--- src/rtl/seven_segment_scan.sv ---
// Multiplexed hex seven-segment scanner with shadowed display data and a registered pin stage.
// Optional leading-zero blanking is built only when SEVEN_SEGMENT_SCAN_LZB_EN is defined.
module seven_segment_scan #(
  parameter int NUM_DIGITS  = 4,
  parameter int REFRESH_DIV = 50000,
  parameter bit ACTIVE_LOW  = 1'b0
) (
  input  logic                    clk,
  input  logic                    rst,
  input  logic                    load,
  input  logic [4*NUM_DIGITS-1:0] value,
  input  logic [NUM_DIGITS-1:0]   dp_in,
  input  logic                    enable,
  output logic [6:0]              seg,
  output logic [NUM_DIGITS-1:0]   an,
  output logic                    dp
);

  localparam int CNT_W = (REFRESH_DIV > 1) ? $clog2(REFRESH_DIV) : 1;
  localparam int IDX_W = (NUM_DIGITS > 1) ? $clog2(NUM_DIGITS) : 1;
  localparam logic [CNT_W-1:0]      CNT_LAST = CNT_W'(REFRESH_DIV - 1);
  localparam logic [IDX_W-1:0]      IDX_LAST = IDX_W'(NUM_DIGITS - 1);
  localparam logic [6:0]            SEG_OFF  = {7{ACTIVE_LOW}};
  localparam logic [NUM_DIGITS-1:0] AN_OFF   = {NUM_DIGITS{ACTIVE_LOW}};

  logic [CNT_W-1:0]        cnt;
  logic [IDX_W-1:0]        idx;
  logic [4*NUM_DIGITS-1:0] val_sh;
  logic [NUM_DIGITS-1:0]   dp_sh;
  logic                    tick;

  logic [3:0]              nib;
  logic                    dp_sel;
  logic                    blank;
  logic [NUM_DIGITS-1:0]   an_log;
  logic [6:0]              seg_log;

  function automatic logic [6:0] decode(input logic [3:0] n);
    case (n)
      4'h0: decode = 7'b0111111;
      4'h1: decode = 7'b0000110;
      4'h2: decode = 7'b1011011;
      4'h3: decode = 7'b1001111;
      4'h4: decode = 7'b1100110;
      4'h5: decode = 7'b1101101;
      4'h6: decode = 7'b1111101;
      4'h7: decode = 7'b0000111;
      4'h8: decode = 7'b1111111;
      4'h9: decode = 7'b1101111;
      4'hA: decode = 7'b1110111;
      4'hB: decode = 7'b1111100;
      4'hC: decode = 7'b0111001;
      4'hD: decode = 7'b1011110;
      4'hE: decode = 7'b1111001;
      default: decode = 7'b1110001;
    endcase
  endfunction

  // The scan only advances while enabled, so a disabled display resumes where it froze.
  assign tick = enable && (cnt == CNT_LAST);

`ifdef SEVEN_SEGMENT_SCAN_LZB_EN
  logic [NUM_DIGITS-1:0] lead_zero;

  always_comb begin
    logic run;
    run       = 1'b1;
    lead_zero = '0;
    for (int i = NUM_DIGITS - 1; i >= 0; i--) begin
      run          = run && (val_sh[4*i +: 4] == 4'h0);
      lead_zero[i] = run;
    end
  end
`endif

  always_comb begin
    nib    = 4'h0;
    dp_sel = 1'b0;
    blank  = 1'b0;
    an_log = '0;
    for (int i = 0; i < NUM_DIGITS; i++) begin
      if (idx == IDX_W'(i)) begin
        nib       = val_sh[4*i +: 4];
        dp_sel    = dp_sh[i];
        an_log[i] = 1'b1;
`ifdef SEVEN_SEGMENT_SCAN_LZB_EN
        blank     = (i > 0) && lead_zero[i];
`endif
      end
    end
    seg_log = blank ? 7'b0000000 : decode(nib);
  end

  always_ff @(posedge clk) begin
    if (rst) begin
      cnt    <= '0;
      idx    <= '0;
      val_sh <= '0;
      dp_sh  <= '0;
    end else begin
      if (load) begin
        val_sh <= value;
        dp_sh  <= dp_in;
      end
      if (enable) begin
        cnt <= (cnt == CNT_LAST) ? '0 : cnt + 1'b1;
      end
      if (tick) begin
        idx <= (idx == IDX_LAST) ? '0 : idx + 1'b1;
      end
    end
  end

  // Pin stage: polarity is folded in last so every logical decision above stays active-high.
  always_ff @(posedge clk) begin
    if (rst) begin
      seg <= SEG_OFF;
      an  <= AN_OFF;
      dp  <= ACTIVE_LOW;
    end else if (enable) begin
      seg <= seg_log ^ SEG_OFF;
      an  <= an_log ^ AN_OFF;
      dp  <= dp_sel ^ ACTIVE_LOW;
    end else begin
      seg <= SEG_OFF;
      an  <= AN_OFF;
      dp  <= ACTIVE_LOW;
    end
  end

endmodule

--- config.mk ---
export PLATFORM = sky130hd
export DESIGN_NAME = seven_segment_scan
export DESIGN_NICKNAME = d
export VERILOG_FILES = /design/src/rtl/seven_segment_scan.sv
export SDC_FILE = /design/constraint.sdc
export NUM_CORES = 1
export LEC_CHECK = 0
export CAP_MARGIN = 10
export CORE_MARGIN = 1.5
export CORE_UTILIZATION = 56
export CTS_CLUSTER_SIZE = 20
export DETAILED_ROUTE_END_ITERATION = 8
export GPL_TIMING_DRIVEN = 0
export PLACE_DENSITY = 0.82
export SKIP_LAST_GASP = 1
export SLEW_MARGIN = 20
export SYNTH_ARGS = -nofsm -noshare
export SYNTH_HDL_FRONTEND = slang
export SYNTH_SLANG_ARGS = --single-unit
--- constraint.sdc ---
create_clock -name clk -period 6.4 [get_ports clk]
set_input_delay 1.6 -clock clk [delete_from_list [all_inputs] [get_ports clk]]
set_output_delay 1.6 -clock clk [all_outputs]
set_load 0.03 [all_outputs]
# Word-level counts from Yosys, hierarchy flattened
# Memories as Yosys holds them, arrays and structs flattened. A register that Yosys moved wholly into a read port is not among the register bits.
# Index checks and enable logic that the tools add are counted.
[word_totals]
ff_bits = 43
mem_bits_ro = 112
out_inout_bits = 12
elab_cells = 31
memories = 1
[op_classes]
addsub = 2
n_eq_ne = 4
n_mux = 14
n_bitwise = 1
reduce_logical = 3
[mem_list]
columns = ["name", "depth", "width", "rd", "rd_clocked_by_memory_dff", "write_ports", "line", "text"]
rows = [
  ["(no name shown)", 16, 7, 1, 1, 0, "39", "case (n)"],
]
[op_table]
columns = ["operator", "n"]
rows = [
  ["16-bit by 1-bit adder with 16-bit output (second input constant)", 1],
  ["16-bit equality test (second input constant)", 1],
  ["16-bit 2-to-1 mux", 1],
  ["4-bit 2-to-1 mux", 4],
  ["1-bit 2-to-1 mux", 8],
  ["2-bit equality test (second input constant)", 2],
  ["2-bit by 1-bit adder with 2-bit output (second input constant)", 1],
  ["2-bit by 1-bit equality test with 1-bit output (second input constant)", 1],
  ["2-bit logical NOT", 1],
  ["2-bit 2-to-1 mux", 1],
  ["2-bit OR reduction", 1],
  ["1-bit logical AND", 1],
  ["1-bit inverter", 1],
]

# Depth between registers and ports, before layout
[depth]
word_depth = 5
ltp_mapped = 11
ltp_nobuf = 10

# Least setup slack after synthesis
# Ideal clock, no wire load.
[synth_path]
path_type = "input to register"
startpoint = "input enable"
endpoint = "register cnt[10]"
setup_ns = 0.117
t_arrival_ns = 2.565
required_ns = 6.283
slack_ns = 3.718
cell_stages = 6
path_buffers = 2
path_cell_list = "buf_2 > and4_1 > nand3_1 > nand2b_1 > buf_2 > nor2_1"
[synth_lines]
columns = ["element", "line", "text"]
rows = [
  ["start, declared", "13", "input logic enable,"],
  ["end signal, assigned", "106", "cnt <= (cnt == CNT_LAST) ? '0 : cnt + 1'b1;"],
  ["end, declared", "26", "logic [CNT_W-1:0] cnt;"],
]

# Worst setup path in the final report
[layout_path]
startpoint = "register seg[5]"
endpoint = "output seg[5]"
[layout_lines]
columns = ["element", "line", "text"]
rows = [
  ["start, declared", "14", "output logic [6:0] seg,"],
]
# No word-level cell between the ends.

==> metrics.txt <==
outcome finished clean; Final Max Slew Viols 0; Seq/Total Area, Yosys 0.421; drt drc 0; Clock Latency Late Sink 310 ps; RSZ-0062 raised after global routing false; Crit Path Max Fanout 1; Area Growth Syn to Fin 19.9%; Clk pin slew, worst setup/hold paths 80 ps; share of synthesized flip-flops with an asynchronous set or reset 0; Final min period 2890 ps; setup_tns 0 ps; Slowest-stage cell, CP clkdlybuf4s50_1; final wirelength 4450 um; via/cell ratio 5.30; endpoint class of the critical path output pin; top-count cell post-synth dfxtp_1; LEAKAGE 1.12 nW; FF/Latch Area 1000 sq um; flop2flop setup slack 3860 ps; post-synth top area share 0.421; Ys Warns 0; antenna-violating nets left 0; placed cell area 2760 sq um; crit path kind register to output pin; chip height 68.2 um; Fin. Hold Viols 0; Synth area leaders dfxtp_1 42%, mux2i_1 11%, nor2_1 7.3%; nets@finish 315; FP Rows 23; commonest cells in the synthesized netlist 50 x dfxtp_1, 46 x nor2_1, 25 x mux2i_1, 12 x ha_1, 12 x nand2_1; Sink Count 50; Starting Density 0.591; Worst-Margin Slew 727 ps; Worst Skew 4.56 ps; fill count 339; Maximum Capacitance Violations 0; EDFF count, synth 0; CP delay by family, top buffers and inverters; drt initial violations 156; Max Fclk 345 MHz; IO Pins 36; #FFs+latches synth 50; Tcrit/Tclk final 0.452; core area 4030 sq um; Final setup violation count 0; worst min-delay path category register to register; first-pass GRT wire length 7480 um; CTS root buf clkbuf_8; DR pass1 iterations 4; layout cells sized above 1 0.107; area of the multi-input gates 1280 sq um; worst path buffer plus inverter count 1; Mapped Cells 240; total gr overflow 0; aggregate global-route resource usage 0.218; Post-synth top flop dfxtp_1; PostCTS Resize Cnt 0; Cell Area, Synth 2380 sq um; Max stage delay on crit path 660 ps; Final WS setup 3510 ps; vias in the first global route 1735; WP data required 4800 ps; HPWL Detailed 3330 um; die area 4650 sq um; H-tree levels 2; largest net degree at the start of global routing 15; count of input and output buffers 32; ant diodes 0; cts hold-fix bufs 0; TritonCTS clock tree yes; Post-Place Setup Slack 3440 ps; Clock Tree Buf Depth 2; Max-slew headroom 0.515; CP arrival 1290 ps; Synth Net Count 276; Max VDD drop 0.000166 V; fin area 2850 sq um; routability cong. 0.868; drt wl/cell 13.5 um; chip width 68.2 um; Syn Area/Cell 9.92 sq um; Cell Chain, Critical Path clkdlybuf4s50_1; Yosys top cell by area dfxtp_1; crit start category register; Cell Pwr Density 208 nW/um^2; Num CTS Buffers 5; post-synth cell types 51; initial antenna violation count 0; Post-CTS Setup Bufs 0; routed via count 1750
[cell usage in the layout (no fill, tap or decap), drive strengths merged, types with 2 or more instances in the layout]
cell	Yosys	final
a21oi	3	3
a221oi	5	5
a311oi	2	2
and2	5	5
and4	2	2
buf	5	5
clkbuf	5	12
clkdlybuf4s50	0	32
dfxtp	50	50
ha	12	12
inv	9	9
mux2i	25	25
nand2	13	13
nand2b	4	4
nand3	5	5
nand3b	2	2
nand4	4	4
nor2	47	47
nor2b	4	4
nor3	2	2
nor3b	4	4
o21ai	3	3
o221a	2	2
xnor2	7	7
xor2	8	8
[worst register-to-register path: stages (launching register included)]
cell and delay, ps:
dfxtp_1 360, inv_1 90, ha_1 340, nor2b_2 250
nand2_1 90, a221oi_2 510, inv_1 190, ha_1 290
o21ba_1 250, o31a_1 120
[final timing paths]
| kind | startpoint | to | cells after the start |
|---|---|---|---|
| worst min register to register | dp_sh[0] | dp_sh[0] | 2 |
| worst min-delay path | dp_sh[0] | dp_sh[0] | 2 |
| worst max register to register | idx[0] | seg[0] | 9 |
| worst max-delay path | seg[5] | seg[5] | 1 |
[power breakdown]
group,total (W),internal [W],switching (W)
clock network,0.000189,0.0000873,0.000101
registers,0.000329,0.000323,0.00000645
logic,0.0000748,0.0000380,0.0000368
total,0.000593,0.000448,0.000144
[cell families (layout without fill, tap and decap cells)]
group           count (synthesis)  after routing  share of synthesized area
flops                          50             50                      0.421
buf+inv                        19             59                     0.0405
fa+ha+maj                      12             12                     0.0631
mux                            25             25                      0.105
simple gates                   98             98                      0.219
xor+xnor                       15             15                     0.0552
compound gates                 21             21                     0.0967
[sequential cells by signal (all words and copies together), names as in the netlist]
signal	cells
cnt	16
val_sh	16
seg	7
an	4
dp_sh	4
idx	2
dp	1
[layout make-up]
class,instances,share of cell area
Tap cell,50,0.0219
Sequential cell,50,0.351
Clock buffer,7,0.0302
Buffer,10,0.0219
Clock inverter,1,0.00175
Inverter,9,0.0118
Multi-Input combinational cell,171,0.449
Timing Repair Buffer,32,0.112
[per-stage QoR]
stage	instances	util	hold WS, ps	total power, W
floorplan	240	-	453	0.000383
detailed placement	322	0.686	486	0.000412
finish	330	0.708	501	0.000593
CTS	330	0.708	508	0.000598
global placement	322	0.686	472	0.000410
global route	330	0.708	531	0.000615
[metal layers]
metal / GRT usage / routed length [um] / vias to the layer above
met5: 0 / 0 / -
met4: 0.105 / 90 / 0
met3: 0.0395 / 140 / 7
met2: 0.398 / 2210 / 33
met1: 0.241 / 2010 / 815
li1: - / - / 895
Power figures use the tool's default switching activity.
